[src/rtl/wb_write_arbiter.sv]
// Register-file write-back arbiter: main MEM/WB pipe has priority, long-latency results queue in a FIFO.
// Optional macro WB_STATS_EN adds write/stall statistics counters.
module wb_write_arbiter #(
    parameter int DEPTH = 2
) (
    input  logic        clk,
    input  logic        rst,
    input  logic        pipe_valid,
    input  logic        pipe_RegWrite,
    input  logic        pipe_MemtoReg,
    input  logic [4:0]  pipe_WriteRegister,
    input  logic [31:0] pipe_ALUResult,
    input  logic [31:0] pipe_MemData,
    input  logic        lu_valid,
    output logic        lu_ready,
    input  logic [4:0]  lu_WriteRegister,
    input  logic [31:0] lu_data,
    output logic        RegWrite,
    output logic [4:0]  WriteRegister,
    output logic [31:0] WriteData,
`ifdef WB_STATS_EN
    output logic [31:0] stat_pipe_writes,
    output logic [31:0] stat_lu_writes,
    output logic [31:0] stat_lu_stall,
`endif
    output logic [31:0] lu_pending
);
    localparam int AW = (DEPTH > 1) ? $clog2(DEPTH) : 1;
    localparam int CW = AW + 1;

    logic [4:0]    r_fifo_reg  [DEPTH];
    logic [31:0]   r_fifo_data [DEPTH];
    logic [AW-1:0] r_wptr;
    logic [AW-1:0] r_rptr;
    logic [CW-1:0] r_count;
    logic          r_RegWrite;
    logic [4:0]    r_WriteRegister;
    logic [31:0]   r_WriteData;

    logic          w_pipe_hit;
    logic          w_full;
    logic          w_empty;
    logic          w_push;
    logic          w_pop;
    logic [31:0]   w_pending;

    assign w_pipe_hit = pipe_valid & pipe_RegWrite & (pipe_WriteRegister != 5'd0);
    assign w_full     = (r_count == CW'(DEPTH));
    assign w_empty    = (r_count == '0);
    // Register-0 results complete the handshake but are never stored.
    assign w_push     = lu_valid & ~w_full & (lu_WriteRegister != 5'd0);
    assign w_pop      = ~w_pipe_hit & ~w_empty;

    assign lu_ready      = ~w_full;
    assign RegWrite      = r_RegWrite;
    assign WriteRegister = r_WriteRegister;
    assign WriteData     = r_WriteData;
    assign lu_pending    = w_pending;

    always_ff @(posedge clk) begin
        if (rst) begin
            r_RegWrite      <= 1'b0;
            r_WriteRegister <= '0;
            r_WriteData     <= '0;
            r_wptr          <= '0;
            r_rptr          <= '0;
            r_count         <= '0;
        end else begin
            if (w_pipe_hit) begin
                r_RegWrite      <= 1'b1;
                r_WriteRegister <= pipe_WriteRegister;
                r_WriteData     <= pipe_MemtoReg ? pipe_MemData : pipe_ALUResult;
            end else if (w_pop) begin
                r_RegWrite      <= 1'b1;
                r_WriteRegister <= r_fifo_reg[r_rptr];
                r_WriteData     <= r_fifo_data[r_rptr];
            end else begin
                r_RegWrite      <= 1'b0;
            end
            if (w_push) r_wptr <= r_wptr + AW'(1);
            if (w_pop)  r_rptr <= r_rptr + AW'(1);
            case ({w_push, w_pop})
                2'b10:   r_count <= r_count + CW'(1);
                2'b01:   r_count <= r_count - CW'(1);
                default: r_count <= r_count;
            endcase
        end
    end

    always_ff @(posedge clk) begin
        if (w_push) begin
            r_fifo_reg[r_wptr]  <= lu_WriteRegister;
            r_fifo_data[r_wptr] <= lu_data;
        end
    end

    // Only slots between read pointer and occupancy are live; stale slots are ignored.
    always_comb begin
        w_pending = '0;
        for (int i = 0; i < DEPTH; i++) begin
            if (CW'(i) < r_count)
                w_pending[r_fifo_reg[r_rptr + AW'(i)]] = 1'b1;
        end
    end

`ifdef WB_STATS_EN
    logic [31:0] r_stat_pipe;
    logic [31:0] r_stat_lu;
    logic [31:0] r_stat_stall;

    always_ff @(posedge clk) begin
        if (rst) begin
            r_stat_pipe  <= '0;
            r_stat_lu    <= '0;
            r_stat_stall <= '0;
        end else begin
            if (w_pipe_hit)          r_stat_pipe  <= r_stat_pipe + 32'd1;
            if (w_pop)               r_stat_lu    <= r_stat_lu + 32'd1;
            if (lu_valid && w_full)  r_stat_stall <= r_stat_stall + 32'd1;
        end
    end

    assign stat_pipe_writes = r_stat_pipe;
    assign stat_lu_writes   = r_stat_lu;
    assign stat_lu_stall    = r_stat_stall;
`endif
endmodule

[config.mk]
export PLATFORM = sky130hd
export DESIGN_NAME = wb_write_arbiter
export DESIGN_NICKNAME = d
export VERILOG_FILES = /design/src/rtl/wb_write_arbiter.sv
export SDC_FILE = /design/constraint.sdc
export NUM_CORES = 1
export LEC_CHECK = 0
export CAP_MARGIN = 20
export CORE_ASPECT_RATIO = 1.5
export CORE_MARGIN = 4
export CORE_UTILIZATION = 30
export CTS_BUF_LIST = sky130_fd_sc_hd__clkbuf_8
export DETAILED_ROUTE_END_ITERATION = 10
export GPL_TIMING_DRIVEN = 0
export PLACE_DENSITY = 0.64
export SETUP_SLACK_MARGIN = 0.02
export SYNTH_ARGS = -nofsm -noshare
export SYNTH_HDL_FRONTEND = slang
export SYNTH_SLANG_ARGS = --single-unit
[constraint.sdc]
create_clock -name clk -period 8.4 [get_ports clk]
set_input_delay 0.84 -clock clk [delete_from_list [all_inputs] [get_ports clk]]
set_output_delay 0.84 -clock clk [all_outputs]
set_load 0.02 [all_outputs]
# Yosys cells after proc, flatten, opt, wreduce, memory -nomap -nowiden
# Memory sizes are Yosys's and may differ from the RTL's. A register that Yosys moved wholly into a read port is not among the register bits.
# Index checks and enable logic that the tools add are counted.
# classes
muxes	20
n_reduce_logical	7
n_eq_ne	3
n_addsub	4
bitwise_logic	9
magnitude_cmp	6
# ops
operator	count
$mux W32	5
$or A32 B32 Y32	1
$lt A5 B6 Y1 const B	2
$demux W1 S5	2
$ge A5 B1 Y1 const B	2
$mux W1	10
$mux W5	2
$reduce_bool A5 Y1	2
$and A1 B1 Y1	5
$eq A2 B2 Y1 const B	2
$lt A1 B2 Y1 const A	2
$pmux W2 S2	1
$reduce_bool A2 Y1	2
$not A1 Y1	3
$add A1 B1 Y1 const B	2
$add A2 B1 Y2 const B	1
$eq A2 B1 Y1 const B	1
$logic_and A1 B1 Y1	2
$logic_not A2 Y1	1
$sub A2 B1 Y2 const B	1
# totals
inputBits	112
n_memories	2
reg_bits	42
wordCells	57
ram_bits	74
output_inout_bits	71
# mem_list
memory	words	width	rd	rd_clocked_by_memory_dff	write_ports	line	rtl
r_fifo_data	2	32	1	1	1	32	logic [31:0] r_fifo_data [DEPTH];
r_fifo_reg	2	5	2	1	1	31	logic [4:0] r_fifo_reg [DEPTH];

# Depth between registers and ports, before layout
# Gate-level depths: netlist (run 1).
# An unclocked memory read counts as a cell.
# depth
ltp_word	8
depth_mapped	9
mapped_depth_nobuf	9

# Worst setup path after synthesis (run 1)
# Ideal clock, no wire load.
# synth_timing
path_kind	input port to flip-flop
from	input port lu_valid
to	memory r_fifo_data[0][0] (enable)
arrival_ps	2725
stages	4
setup_ps	432
setup_slack_ps	5243
n_path_buf	0
path_cell_list	nor2b_1 -> o21a_1 -> inv_1 -> nor2_1
# synth_via
elab_chain_len	4
# synth_rtl
item	line	rtl
start, declared	14	input logic lu_valid,
$and A1 B1 Y1 (2 in series)	51	assign w_push = lu_valid & ~w_full & (lu_WriteRegister != 5'd0);
$mux W1	91	if (w_push) begin
$mux W1 (not written as such)	93	r_fifo_data[r_wptr] <= lu_data;
end, declared	32	
# Every way passes these cells.

# Final worst setup path (run 1)
# layout_timing
from	register r_count[0]
to	output port lu_pending[1]
# layout_via
elab_chain_len	4
elab_cells_between_ends	5
# layout_rtl
item	line	rtl
start, declared	35	logic [CW-1:0] r_count;
start signal, assigned	83	2'b10: r_count <= r_count + CW'(1);
start signal, assigned	84	2'b01: r_count <= r_count - CW'(1);
start signal, assigned	85	default: r_count <= r_count;
$lt A1 B2 Y1	101	if (CW'(i) < r_count)
$mux W32	101	
$or A32 B32 Y32 (no line)	-	
$mux W32 *	101	
end, declared	26	output logic [31:0] lu_pending
# Mark *: on every way between the ends. The rest lies on a longest branch, timed or not.

==> results of run 1 <==
==> layout by cell type, fill, tap and decap left out, drive strengths merged, types with 16 or more instances in the layout <==
| master | n |
|---|---|
| edfxtp | 74 |
| nor2b | 38 |
| a211oi | 35 |
| clkbuf | 38 |
| mux2 | 43 |
| clkdlybuf4s50 | 180 |
| buf | 16 |
| nand3 | 19 |
| o22ai | 33 |
| mux2i | 71 |
| dfxtp | 43 |
| nor2 | 39 |
==> layer usage <==
layer	vias up	global-route usage	wire length (um)
met5	-	0	0
met4	0	0.0690	490
met3	30	0.0389	709
met2	146	0.303	9510
met1	2180	0.153	6190
li1	2212	-	-
==> worst min-delay path by stage <==
stage	startpoint	end	slack, ns
floorplan	r_count[1]	r_count[1]	0.49
global placement	r_count[1]	r_count[1]	0.51
detailed placement	r_count[1]	r_count[1]	0.54
CTS	WriteRegister[3]	WriteRegister[3]	0.55
global route	r_count[1]	r_count[1]	0.58
finish	r_count[1]	r_count[1]	0.55
==> metrics by stage <==
| step | setup slack, ns | hold WS [ns] | util |
|---|---|---|---|
| global route | 3.85 | 0.582 | 0.445 |
| finish | 4.08 | 0.553 | 0.445 |
| floorplan | 5.24 | 0.489 | - |
| CTS | 4.00 | 0.554 | 0.445 |
| global placement | 3.54 | 0.510 | 0.420 |
| detailed placement | 4.50 | 0.543 | 0.423 |
==> kinds of logic after synthesis <==
group                      Yosys count  share of synthesized area
AOI/OAI and AO/OA                   87                      0.105
and+or+nand+nor                    114                      0.105
muxes                              114                      0.208
DFF                                117                      0.538
buffers and inverters               39                     0.0316
adders and majority gates            4                    0.00873
xor gates and xnor gates             2                    0.00306
==> power breakdown <==
part / switching, mW / total, mW / internal [mW]
Sequential: 0.0603 / 0.799 / 0.738
Clock: 0.222 / 0.525 / 0.302
Combinational: 0.501 / 0.930 / 0.429
==> final cells by class <==
class / count / area share
multi-input cells: 321 / 0.298
clock inverters: 13 / 0.0169
clock buffers: 19 / 0.0314
plain buffers: 33 / 0.0191
inverters: 6 / 0.00271
flip-flops and latches: 117 / 0.371
well taps: 252 / 0.0379
repair buffers: 182 / 0.223
==> synthesized netlist by cell type (2+ instances only) <==
master and number:
o21ai_0 11, nor3b_1 3, dfxtp_1 43, a211oi_1 35, nand3_1 19, or3_1 4
nor2_1 39, nor2b_1 38, xor2_1 2, mux2_2 43, o41ai_2 2, o21a_1 2
and3b_1 3, buf_2 10, o211ai_1 3, and2_1 2, mux2i_1 71, nand2b_1 3
o22ai_1 33, buf_6 3, inv_1 4, edfxtp_1 74, ha_1 4, clkbuf_1 19
==> worst max-delay path, stage by stage, from the launching register on <==
cell	delay [ns]
dfxtp_1	0.37
inv_1	0.08
ha_1	0.20
clkbuf_1	0.28
inv_2	0.27
buf_1	0.47
nand3_1	0.40
o22ai_1	0.32
clkdlybuf4s50_1	0.65
==> flow_summary.json, run 1 <==
{
  "postCtsSetupRepairBufs": 0,
  "drc": 0,
  "final.min_clock_period_ns": 4.32,
  "p_per_area_nw_per_um2": 271,
  "cts_tree": "yes",
  "largest_register_ffs": 64,
  "crit_path_start_kind": "flop",
  "synth_cell_types": 31,
  "synth_warnings": 0,
  "rsz0062_at_grt": "false",
  "fmax_mhz": 231,
  "postLayoutCellArea_um2": 8320,
  "fp.dieH_um": 177,
  "place.gp.congestion": 0.831,
  "antenna_found_initial": 0,
  "multi_input_area_um2": 2480,
  "io_pins": 183,
  "core_area_um2": 18700,
  "end_kind": "output port",
  "grt_usage": 0.156,
  "gr-total-overflow": 0,
  "crit_type": "flop to output port",
  "clock_skew_ns": 0.0117,
  "layout_worst_path_cycle_share": 0.515,
  "arrival_ns": 3.48,
  "layout-drive-gt1-share": 0.130,
  "cts-hold-fix-buffers": 0,
  "crit_start": "r_count[0]",
  "dieArea_um2": 21400,
  "stdcell_count": 943,
  "ys_seq_area_frac": 0.538,
  "syn_area_um2": 5730,
  "synth_edf_count": 74,
  "place_area_um2": 7910,
  "std_cell_rows": 61,
  "synth_top_area_frac": 0.388,
  "outcome": "completed",
  "port_buffers": 180,
  "fillCellCount": 1792,
  "routedWlPerCell_um": 17.9,
  "r2r-end": "r_count[0]",
  "grt_first_pass_wirelength_um": 25600,
  "r2r_start": "r_count[0]",
  "clock_latency_ns": 0.44,
  "cts.path.max_buffers": 2,
  "cts.sinks": 117,
  "via_per_inst": 4.84,
  "finalSetupViolations": 0,
  "grt_max_degree": 22,
  "required_ns": 7.56,
  "initial_core_util": 0.307,
  "power_mw": 2.25,
  "ctsResizeCount": 0,
  "ys_dominant_reg_cell": "edfxtp_1",
  "hold_viol_final": 0,
  "cts-root-buf": "clkbuf_8",
  "clkTransAtPathRegs_ns": 0.07,
  "hold_class": "flop to flop",
  "synth_area_leaders": "edfxtp_1 (39%), dfxtp_1 (15%), mux2i_1 (12%), mux2_2 (8.4%), a211oi_1 (4.6%)",
  "hpwl_um": 12900,
  "nets": 794,
  "worstMarginPinSlew_ns": 0.665,
  "async_flop_share": 0,
  "area_delta_synth_final_pct": 45.0,
  "r2r_cells": 8,
  "avgSynthCellArea_um2": 12.0,
  "cp_max_fo": 10,
  "r2r_slack_ns": 6.07,
  "hold_depth": 2,
  "syn-num-nets": 593,
  "relSlewSlack": 0.556,
  "diodes": 0,
  "drtIter0Drc": 142,
  "syn_inst": 477,
  "fin_setup_tns_ns": 0,
  "wirelength_um": 16900,
  "yosys.area.top_type": "edfxtp_1",
  "die_w_um": 121,
  "antenna_left": 0,
  "vias": 4568,
  "grt_pass1_vias": 4945,
  "dr.pass1.iters": 4,
  "dp_cells": 911,
  "htreeDepth": 4,
  "endpoint": "lu_pending[1]",
  "irDropWorstVdd_mv": 0.100,
  "numCtsBuffers": 17,
  "synth_seq_cells": 117,
  "slew_violations": 0,
  "seqCellArea_um2": 3080,
  "p_leak_nw": 2.95,
  "max-cap-violations": 0
}
(Power assumes the default switching activity.)
==> inputs of run 2 (changes only) <==
clock period = 4.07 ns   (was 8.4 ns; I/O delays follow)
==> run 2 against run 1 <==
Effect of this change: hold slack worse by 0.0051 ns; power up 110%; largest cell class unchanged; die area unchanged; critical path type unchanged; utilization about the same; sequential power up 110%; sequential share of layout area about the same; final cell count down 0.11%.
==> flow_summary.json, run 2 (same netlist as run 1, synthesis figures left out) <==
{
  "r2r_start": "r_count[0]",
  "max-cap-violations": 0,
  "htreeDepth": 4,
  "layout_commonest_cell": "clkdlybuf4s50_1",
  "r2r-end": "WriteData[14]",
  "r2r_cells": 7,
  "drtIter0Drc": 193,
  "die_w_um": 121,
  "antenna_found_initial": 0,
  "grt_max_degree": 22,
  "postLayoutCellArea_um2": 8310,
  "slew_violations": 0,
  "nets": 793,
  "grt_pass1_vias": 4945,
  "clkTransAtPathRegs_ns": 0.07,
  "wirelength_um": 16900,
  "cts-hold-fix-buffers": 0,
  "drc": 0,
  "core_area_um2": 18700,
  "dp_cells": 911,
  "finish.utilization": 0.444,
  "antenna_left": 0,
  "multi_input_area_um2": 2480,
  "postCtsSetupRepairBufs": 0,
  "layout_common_cells": "clkdlybuf4s50_1 (180), edfxtp_1 (74), mux2i_1 (71)",
  "r2r_slack_ns": 1.62,
  "via_per_inst": 4.86,
  "cts_tree": "yes",
  "fillCellCount": 1792,
  "clock_skew_ns": 0.0121,
  "power_mw": 4.65,
  "place.gp.congestion": 0.831,
  "hold_class": "input pin to flop",
  "finalSetupViolations": 0,
  "hpwl_um": 12900,
  "p_per_area_nw_per_um2": 559,
  "crit_family": "buffers and inverters",
  "fin_setup_tns_ns": 0,
  "gr-total-overflow": 0,
  "irDropWorstVdd_mv": 0.208,
  "arrival_ns": 3.11,
  "crit_start": "r_count[0]",
  "initial_core_util": 0.307,
  "crit_type": "flop to output port",
  "cts.sinks": 117,
  "fp.dieH_um": 177,
  "crit_path_start_kind": "flop",
  "port_buffers": 180,
  "grt_usage": 0.156,
  "fmax_mhz": 284,
  "dieArea_um2": 21400,
  "cp_max_fo": 19,
  "dr.pass1.iters": 4,
  "cpMaxStageDelayCell": "clkdlybuf4s50_1",
  "outcome": "completed",
  "io_pins": 183,
  "largest_register_ffs": 64,
  "clock_latency_ns": 0.44,
  "relSlewSlack": 0.554,
  "worstMarginPinSlew_ns": 0.667,
  "layout-drive-gt1-share": 0.130,
  "rsz0062_at_grt": "false",
  "std_cell_rows": 61,
  "end_kind": "output port",
  "cts.path.max_buffers": 2,
  "layout_worst_path_cycle_share": 0.865,
  "numCtsBuffers": 17,
  "hold_viol_final": 0,
  "cts-root-buf": "clkbuf_8",
  "required_ns": 3.66,
  "stdcell_count": 942,
  "area_delta_synth_final_pct": 45.0,
  "vias": 4576,
  "final.min_clock_period_ns": 3.52,
  "ctsResizeCount": 0,
  "path_depth": 7,
  "p_leak_nw": 2.95,
  "routedWlPerCell_um": 18.0,
  "grt_first_pass_wirelength_um": 25600,
  "seqCellArea_um2": 3080,
  "diodes": 0,
  "place_area_um2": 7910,
  "slowest_delay_ns": 0.65,
  "crit_chain": "inv_1 > ha_1 > clkbuf_1 > inv_2 > nand3_1 > o22ai_1 > clkdlybuf4s50_1",
  "worst-path-buf-inv": 4,
  "endpoint": "lu_pending[1]"
}
==> run 2: layout make-up <==
cell class              instances  share of cell area
multi-input cells             321               0.298
inverters                       6             0.00271
clock inverters                13              0.0169
repair buffers                182               0.223
well taps                     252              0.0379
flip-flops and latches        117               0.371
plain buffers                  32              0.0187
clock buffers                  19              0.0315
==> run 2: how the worst min path moves through the flow <==
| stage | start | to | slack, ns | depth (start not counted) |
|---|---|---|---|---|
| 4_1_cts | lu_data[3] | r_fifo_data[0][3] | 0.51 | 1 |
| 3_5_place_dp | r_count[1] | r_count[1] | 0.54 | 2 |
| 5_1_grt | lu_data[27] | r_fifo_data[0][27] | 0.51 | 1 |
| 3_3_place_gp | r_count[1] | r_count[1] | 0.51 | 2 |
| 2_1_floorplan | r_count[1] | r_count[1] | 0.49 | 2 |
| 6_report | lu_data[18] | r_fifo_data[0][18] | 0.55 | 1 |
==> run 2: routing by layer <==
layer / vias to the layer above / track usage / wire length (um)
li1: 2215 / - / -
met1: 2183 / 0.153 / 6130
met2: 149 / 0.303 / 9540
met3: 29 / 0.0389 / 777
met4: 0 / 0.0690 / 476
met5: - / 0 / 0
==> run 2: stage by stage <==
stage,setup WS [ns],hold slack [ns]
global placement,-0.352,0.510
detailed placement,0.601,0.543
finish,0.548,0.548
global route,0.360,0.508
CTS,0.0994,0.512
floorplan,1.16,0.489
==> run 2: power by group <==
part	switching, mW	total (mW)	internal, mW
sequential	0.124	1.65	1.52
clock	0.458	1.08	0.624
combinational	1.03	1.92	0.884
total	1.62	4.65	3.03
==> run 2: worst register-to-register path, delay by kind of cell (launching register included) <==
| family | cells | cell delay [ns] |
|---|---|---|
| buffers and inverters | 4 | 1.30 |
| AO/OA/AOI/OAI | 1 | 0.17 |
| multiplexers | 1 | 0.30 |
| adder cells (fa/ha/maj) | 1 | 0.20 |
| flip-flops | 1 | 0.37 |
